### src/rtl/aes_pkg.sv
// rtl/aes_pkg.sv - shared AES-128 key schedule types and constants
//
// Purpose: common constants, round key type and key schedule FSM states.
// Contents: AES_ROUNDS, NUM_RK, rk_t, ks_state_e.
package aes_pkg;

  localparam int AES_ROUNDS = 10;
  localparam int NUM_RK     = 11;

  typedef logic [127:0] rk_t;

  typedef enum logic [1:0] {
    IDLE   = 2'd0,
    EXPAND = 2'd1,
    DONE   = 2'd2
  } ks_state_e;

endpackage

### src/rtl/roundkey.sv
// rtl/roundkey.sv - combinational single-round AES-128 key expansion step
//
// Purpose: derive round key r+1 from round key r.
// Ports:
//   inkey  in  128  round key r, byte 0 in [127:120]
//   rc     in  4    round index r (0..9), selects Rcon
//   outkey out 128  round key r+1
module roundkey
  import aes_pkg::*;
(
  input  rk_t        inkey,
  input  logic [3:0] rc,
  output rk_t        outkey
);

  // S-box packed MSB-first: entry 0 lives in [2047:2040].
  localparam logic [2047:0] SBOX_FLAT = {
    128'h637c777bf26b6fc53001672bfed7ab76, 128'hca82c97dfa5947f0add4a2af9ca472c0,
    128'hb7fd9326363ff7cc34a5e5f171d83115, 128'h04c723c31896059a071280e2eb27b275,
    128'h09832c1a1b6e5aa0523bd6b329e32f84, 128'h53d100ed20fcb15b6acbbe394a4c58cf,
    128'hd0efaafb434d338545f9027f503c9fa8, 128'h51a3408f929d38f5bcb6da2110fff3d2,
    128'hcd0c13ec5f974417c4a77e3d645d1973, 128'h60814fdc222a908846eeb814de5e0bdb,
    128'he0323a0a4906245cc2d3ac629195e479, 128'he7c8376d8dd54ea96c56f4ea657aae08,
    128'hba78252e1ca6b4c6e8dd741f4bbd8b8a, 128'h703eb5664803f60e613557b986c11d9e,
    128'he1f8981169d98e949b1e87e9ce5528df, 128'h8ca1890dbfe6426841992d0fb054bb16
  };

  // Entry b sits at bit offset (255-b)*8, and 255-b == ~b for a byte.
  function automatic logic [7:0] sbox(input logic [7:0] b);
    return SBOX_FLAT[{~b, 3'b000} +: 8];
  endfunction

  logic [31:0] w0, w1, w2, w3;
  logic [31:0] rot, sub, t;
  logic [31:0] n0, n1, n2, n3;
  logic [7:0]  rcon;

  always_comb begin
    rcon = 8'h00;
    unique case (rc)
      4'd0: rcon = 8'h01;
      4'd1: rcon = 8'h02;
      4'd2: rcon = 8'h04;
      4'd3: rcon = 8'h08;
      4'd4: rcon = 8'h10;
      4'd5: rcon = 8'h20;
      4'd6: rcon = 8'h40;
      4'd7: rcon = 8'h80;
      4'd8: rcon = 8'h1b;
      4'd9: rcon = 8'h36;
      default: rcon = 8'h00;
    endcase
  end

  assign w0 = inkey[127:96];
  assign w1 = inkey[95:64];
  assign w2 = inkey[63:32];
  assign w3 = inkey[31:0];

  // RotWord then SubWord on the last word, Rcon folded into the top byte.
  assign rot = {w3[23:0], w3[31:24]};
  assign sub = {sbox(rot[31:24]), sbox(rot[23:16]), sbox(rot[15:8]), sbox(rot[7:0])};
  assign t   = sub ^ {rcon, 24'h000000};

  assign n0 = w0 ^ t;
  assign n1 = n0 ^ w1;
  assign n2 = n1 ^ w2;
  assign n3 = n2 ^ w3;

  assign outkey = {n0, n1, n2, n3};

endmodule

### src/rtl/key_schedule.sv
// rtl/key_schedule.sv - sequential AES-128 key expansion with round key store
//
// Purpose: accept a cipher key, expand one round key per cycle for 10 cycles,
// hold all 11 round keys and serve them through a registered read port.
// Ports:
//   clk          in  1    clock, rising edge
//   rst          in  1    asynchronous active-high reset
//   key_in       in  128  cipher key, byte 0 in [127:120]
//   key_valid    in  1    key_in valid this cycle
//   key_accept   out 1    a key can be accepted this cycle (IDLE or DONE)
//   busy         out 1    expansion in progress
//   keys_ready   out 1    all round keys valid
//   rk_idx       in  4    round key read index
//   rk_out       out 128  registered rk[rk_idx], 0 when not valid
//   rk_out_valid out 1    rk_out holds a valid key
module key_schedule
  import aes_pkg::*;
#(
  parameter int NUM_RK = 11
) (
  input  logic         clk,
  input  logic         rst,
  input  logic [127:0] key_in,
  input  logic         key_valid,
  output logic         key_accept,
  output logic         busy,
  output logic         keys_ready,
  input  logic [3:0]   rk_idx,
  output logic [127:0] rk_out,
  output logic         rk_out_valid
);

  localparam logic [3:0] LAST_RC = 4'(AES_ROUNDS - 1);
  localparam logic [3:0] MAX_IDX = 4'(NUM_RK - 1);

  ks_state_e  state_q, state_d;
  logic [3:0] cnt_q;
  rk_t        cur_q;
  rk_t        rk_q [NUM_RK];
  logic       keys_ready_q;
  rk_t        rk_out_q;
  logic       rk_out_valid_q;

  rk_t  nxt;
  logic accept;
  logic expand_step;
  logic last_step;
  logic read_ok;

  roundkey u_roundkey (
    .inkey  (cur_q),
    .rc     (cnt_q),
    .outkey (nxt)
  );

  assign key_accept  = (state_q == IDLE) || (state_q == DONE);
  assign accept      = key_valid && key_accept;
  assign expand_step = (state_q == EXPAND);
  assign last_step   = expand_step && (cnt_q == LAST_RC);

  always_comb begin
    state_d = state_q;
    unique case (state_q)
      IDLE:    if (accept) state_d = EXPAND;
      EXPAND:  if (cnt_q == LAST_RC) state_d = DONE;
      DONE:    if (accept) state_d = EXPAND;
      default: state_d = IDLE;
    endcase
  end

  always_ff @(posedge clk or posedge rst) begin
    if (rst) begin
      state_q <= IDLE;
    end else begin
      state_q <= state_d;
    end
  end

  always_ff @(posedge clk or posedge rst) begin
    if (rst) begin
      cnt_q        <= 4'd0;
      cur_q        <= '0;
      keys_ready_q <= 1'b0;
      for (int i = 0; i < NUM_RK; i++) begin
        rk_q[i] <= '0;
      end
    end else if (accept) begin
      rk_q[0]      <= key_in;
      cur_q        <= key_in;
      cnt_q        <= 4'd0;
      keys_ready_q <= 1'b0;
    end else if (expand_step) begin
      rk_q[cnt_q + 4'd1] <= nxt;
      cur_q              <= nxt;
      if (last_step) begin
        keys_ready_q <= 1'b1;
      end else begin
        cnt_q <= cnt_q + 4'd1;
      end
    end
  end

  // Uses the pre-edge keys_ready, so a read sampled on a restart edge
  // still returns the previous schedule.
  assign read_ok = keys_ready_q && (rk_idx <= MAX_IDX);

  always_ff @(posedge clk or posedge rst) begin
    if (rst) begin
      rk_out_q       <= '0;
      rk_out_valid_q <= 1'b0;
    end else begin
      rk_out_valid_q <= read_ok;
      rk_out_q       <= read_ok ? rk_q[rk_idx] : '0;
    end
  end

  assign busy         = (state_q == EXPAND);
  assign keys_ready   = keys_ready_q;
  assign rk_out       = rk_out_q;
  assign rk_out_valid = rk_out_valid_q;

endmodule

### config.mk
export PLATFORM = sky130hd
export DESIGN_NAME = key_schedule
export DESIGN_NICKNAME = d
export VERILOG_FILES = /design/src/rtl/aes_pkg.sv /design/src/rtl/roundkey.sv /design/src/rtl/key_schedule.sv
export SDC_FILE = /design/constraint.sdc
export NUM_CORES = 2
export LEC_CHECK = 0
export CAP_MARGIN = 10
export CORE_MARGIN = 8
export CORE_UTILIZATION = 55
export DETAILED_ROUTE_END_ITERATION = 10
export DONT_BUFFER_PORTS = 1
export PLACE_DENSITY_LB_ADDON = 0.05
export SYNTH_ARGS = -nofsm -noshare
export SYNTH_HDL_FRONTEND = slang
export SYNTH_SLANG_ARGS = --single-unit
export TNS_END_PERCENT = 10
### constraint.sdc
create_clock -name clk -period 93.2 [get_ports clk]
set_input_delay 18.64 -clock clk [delete_from_list [all_inputs] [get_ports clk]]
set_output_delay 18.64 -clock clk [all_outputs]
set_load 0.01 [all_outputs]
==> metrics <==
H-tree depth 4; Layout area overhead 7.25%; Die Y roughly 420 um; grt total ovfl 0; Post-CTS Resized 0; hold path cells 2; CP Depth 6; effective utilization at floorplan 0.554; layout cells sized above 1 0.109; Die ar. 173000 um^2; worst hold path type reg2reg; Synth Flop Type dfrtp_1; Num Clock Sinks 1672; count of input and output buffers 0; run status finished, final reports clean; clk buf depth 3; clk_lat worst skew 0.85 ns; Ports approximately 270; gr usage total 0.359; initial antenna violation count 35; number of global-route vias before repair 70000; final core occ 0.595; WP data arrival about 23 ns; cts hold-fix bufs 0; Setup violations, final 0; Crit path max-delay family buffers and inverters; Final nets 8946; DRT Wirelength between 300000 and 400000 um; DR DRC count 0; Post-synth EDFFs 0; Critical Path RT ~94 ns; period utilization 0.242; CP startpoint kind primary input; layout filler cell count 13800; CP Class in2async; clk_skew 0.0457 ns; top post-synthesis cells by area dfrtp_1, o21ai_0, mux4_2, nand2_1, nor2_1; core area 159000 um^2; CP max stage delay 0.90 ns; GP Congestion 1.01; cells along the critical path inv_8, buf_4, buf_4, buf_4, buf_4, buf_4; Seq/Total Area, Yosys 0.476; Max FO, Critical Path 132; Top cell by count, worst path buf_4; fin. max-slew vios 0; setup bufs post-CTS 0; std cell rows around 150; worst r2r path cells 15; Iter 0 DRT Violations 9290; MaxCap Viol Count 0; number of synthesized register bits around 1700; largest net degree at the start of global routing approximately 390; share of the synthesized area in the top cell type 0.476; TNS Setup 0 ns; Fin. Hold Viols 0; synthesized instance count 9335; Synth async-reset ratio 1.00; First-pass DRT Iterations 8; CTS tree yes; CP bufs+invs 6; RSZ-0062 raised after global routing false; Cell Area, Synth 87900 um^2; Die Width 416 um; TritonCTS buffer count 178; critical path's slowest cell buf_4; synth unique cells between 100 and 150; post-synth net total 9531; area leader, netlist dfrtp_1; Mapped Avg Cell Area 9.42 um^2; DR WL/cell between 20 and 30 um; global-route wire length before repair 473000 um; Vias between 70000 and 80000; Worst Max-Slew Pin Slew 1.44 ns; Vias/cell roughly 6.6; endpoint class of the critical path async pin; clk slew on worst S/H paths 0.06 ns; DP Wirelength 196000 um; Ys Warns 0; Slew headroom 0.0380; flop-to-flop setup slack 86.47 ns; Antenna Nets Post-Route 0; max frequency 0.0443 GHz; Root Driver clkbuf_16; fin crit period approximately 23 ns
## logic make-up after synthesis
family / count (synthesis) / share of synthesized area
multiplexers: 535 / 0.104
XOR/XNOR: 245 / 0.0297
AND/OR/NAND/NOR: 2948 / 0.143
buffers and inverters: 1007 / 0.0478
flip-flops: 1672 / 0.476
adder cells (fa/ha/maj): 61 / 0.00868
AO/OA/AOI/OAI: 2867 / 0.191
## worst register-to-register path, cell delays in order (launching register included)
cell and delay (ns):
dfrtp_1 0.32, buf_4 0.43, clkinv_1 0.63, ha_1 1.09, or2_2 0.43, a21oi_1 0.11
nand3b_1 0.20, a311o_1 0.40, and4bb_1 0.33, xnor2_2 0.17, buf_4 0.24, xor2_1 0.63
buf_4 0.30, xor2_1 0.99, o21ai_0 0.19, a31oi_1 0.24
## layer usage
| layer | global-route usage | share of wire | vias to the layer above | wire (um) |
|---|---|---|---|---|
| met4 | 0.177 | 0.053 | 4 | 16800 |
| met1 | 0.489 | 0.41 | 36300 | 129000 |
| met2 | 0.550 | 0.45 | 3537 | 144000 |
| li1 | - | - | 31700 | - |
| met5 | 0 | 0.000085 | - | 27 |
| met3 | 0.0752 | 0.087 | 732 | 27700 |
## placed cells by master, fill, tap and decap left out, types with 117 or more instances in the layout
| master | instances |
|---|---|
| dfrtp_1 | 1659 |
| nor2_1 | 767 |
| nand2_1 | 1537 |
| a21oi_1 | 566 |
| clkbuf_16 | 182 |
| buf_4 | 183 |
| mux2i_1 | 181 |
| mux4_2 | 295 |
| o21ai_0 | 1474 |
| xnor2_1 | 142 |
| nand2b_1 | 117 |
| a211oi_1 | 211 |
## final timing paths
path,startpoint,to
min,rk_q[990],rk_q[990]
min reg2reg,rk_q[990],rk_q[990]
max in group clk,state_q[0],busy
min in group asynchronous,rst,rk_out[26]
max reg2reg,cur_q[24],cur_q[0]
max,rst,rk_q[867]
## per-stage QoR
step / instances / setup slack, ns / hold slack (ns) / cell area, um^2
CTS: 11000 / 70.52 / 0.477 / 94200
floorplan: 9335 / 27.37 / 0.445 / 87900
finish: 11000 / 70.62 / 0.471 / 94300
detailed placement: 10600 / 69.62 / 0.465 / 88200
global placement: 10600 / 69.67 / 0.456 / 88200
global route: 11000 / 69.86 / 0.492 / 94300
## cells in the mapped netlist, types with 24 or more instances
master	n
inv_1	40
o21ai_1	40
nor3_1	93
mux2i_1	181
a31oi_1	65
mux4_2	295
nand2_1	1549
ha_1	61
nor2b_1	83
nor2_1	768
clkbuf_1	723
o21ai_0	1475
mux2_2	56
buf_4	39
xnor2_1	146
a311oi_1	38
a221oi_1	26
o311ai_0	45
o22ai_1	27
nand3_1	107
buf_2	111
dfrtp_1	1672
and3_1	28
a21oi_1	566
o211ai_1	66
a211oi_1	211
xor2_1	56
or2_2	26
or3_1	36
a21o_1	24
and2_1	36
nand2b_1	118
buf_1	63
## area by class of cell
type,count,area (um^2),share of cell area
flip-flops and latches,1672,41900,0.444
inverters,52,203,0.00215
well taps,2072,2590,0.0275
clock inverters,48,611,0.00648
clock buffers,271,5380,0.0571
diodes,33,82.6,0.000876
repair buffers,190,1510,0.0161
multi-input cells,6656,42000,0.446
## registers in the layout, indices dropped and copies added, names as in the netlist
| register | flops |
|---|---|
| keys_ready | 1 |
| rk_out | 128 |
| rk_out_valid | 1 |
| rk_q | 1408 |
| state_q | 2 |
| cnt_q | 4 |
| cur_q | 128 |
Power is not shown: default switching activity piles up to over one toggle a cycle in this logic, so the estimate is an artifact.
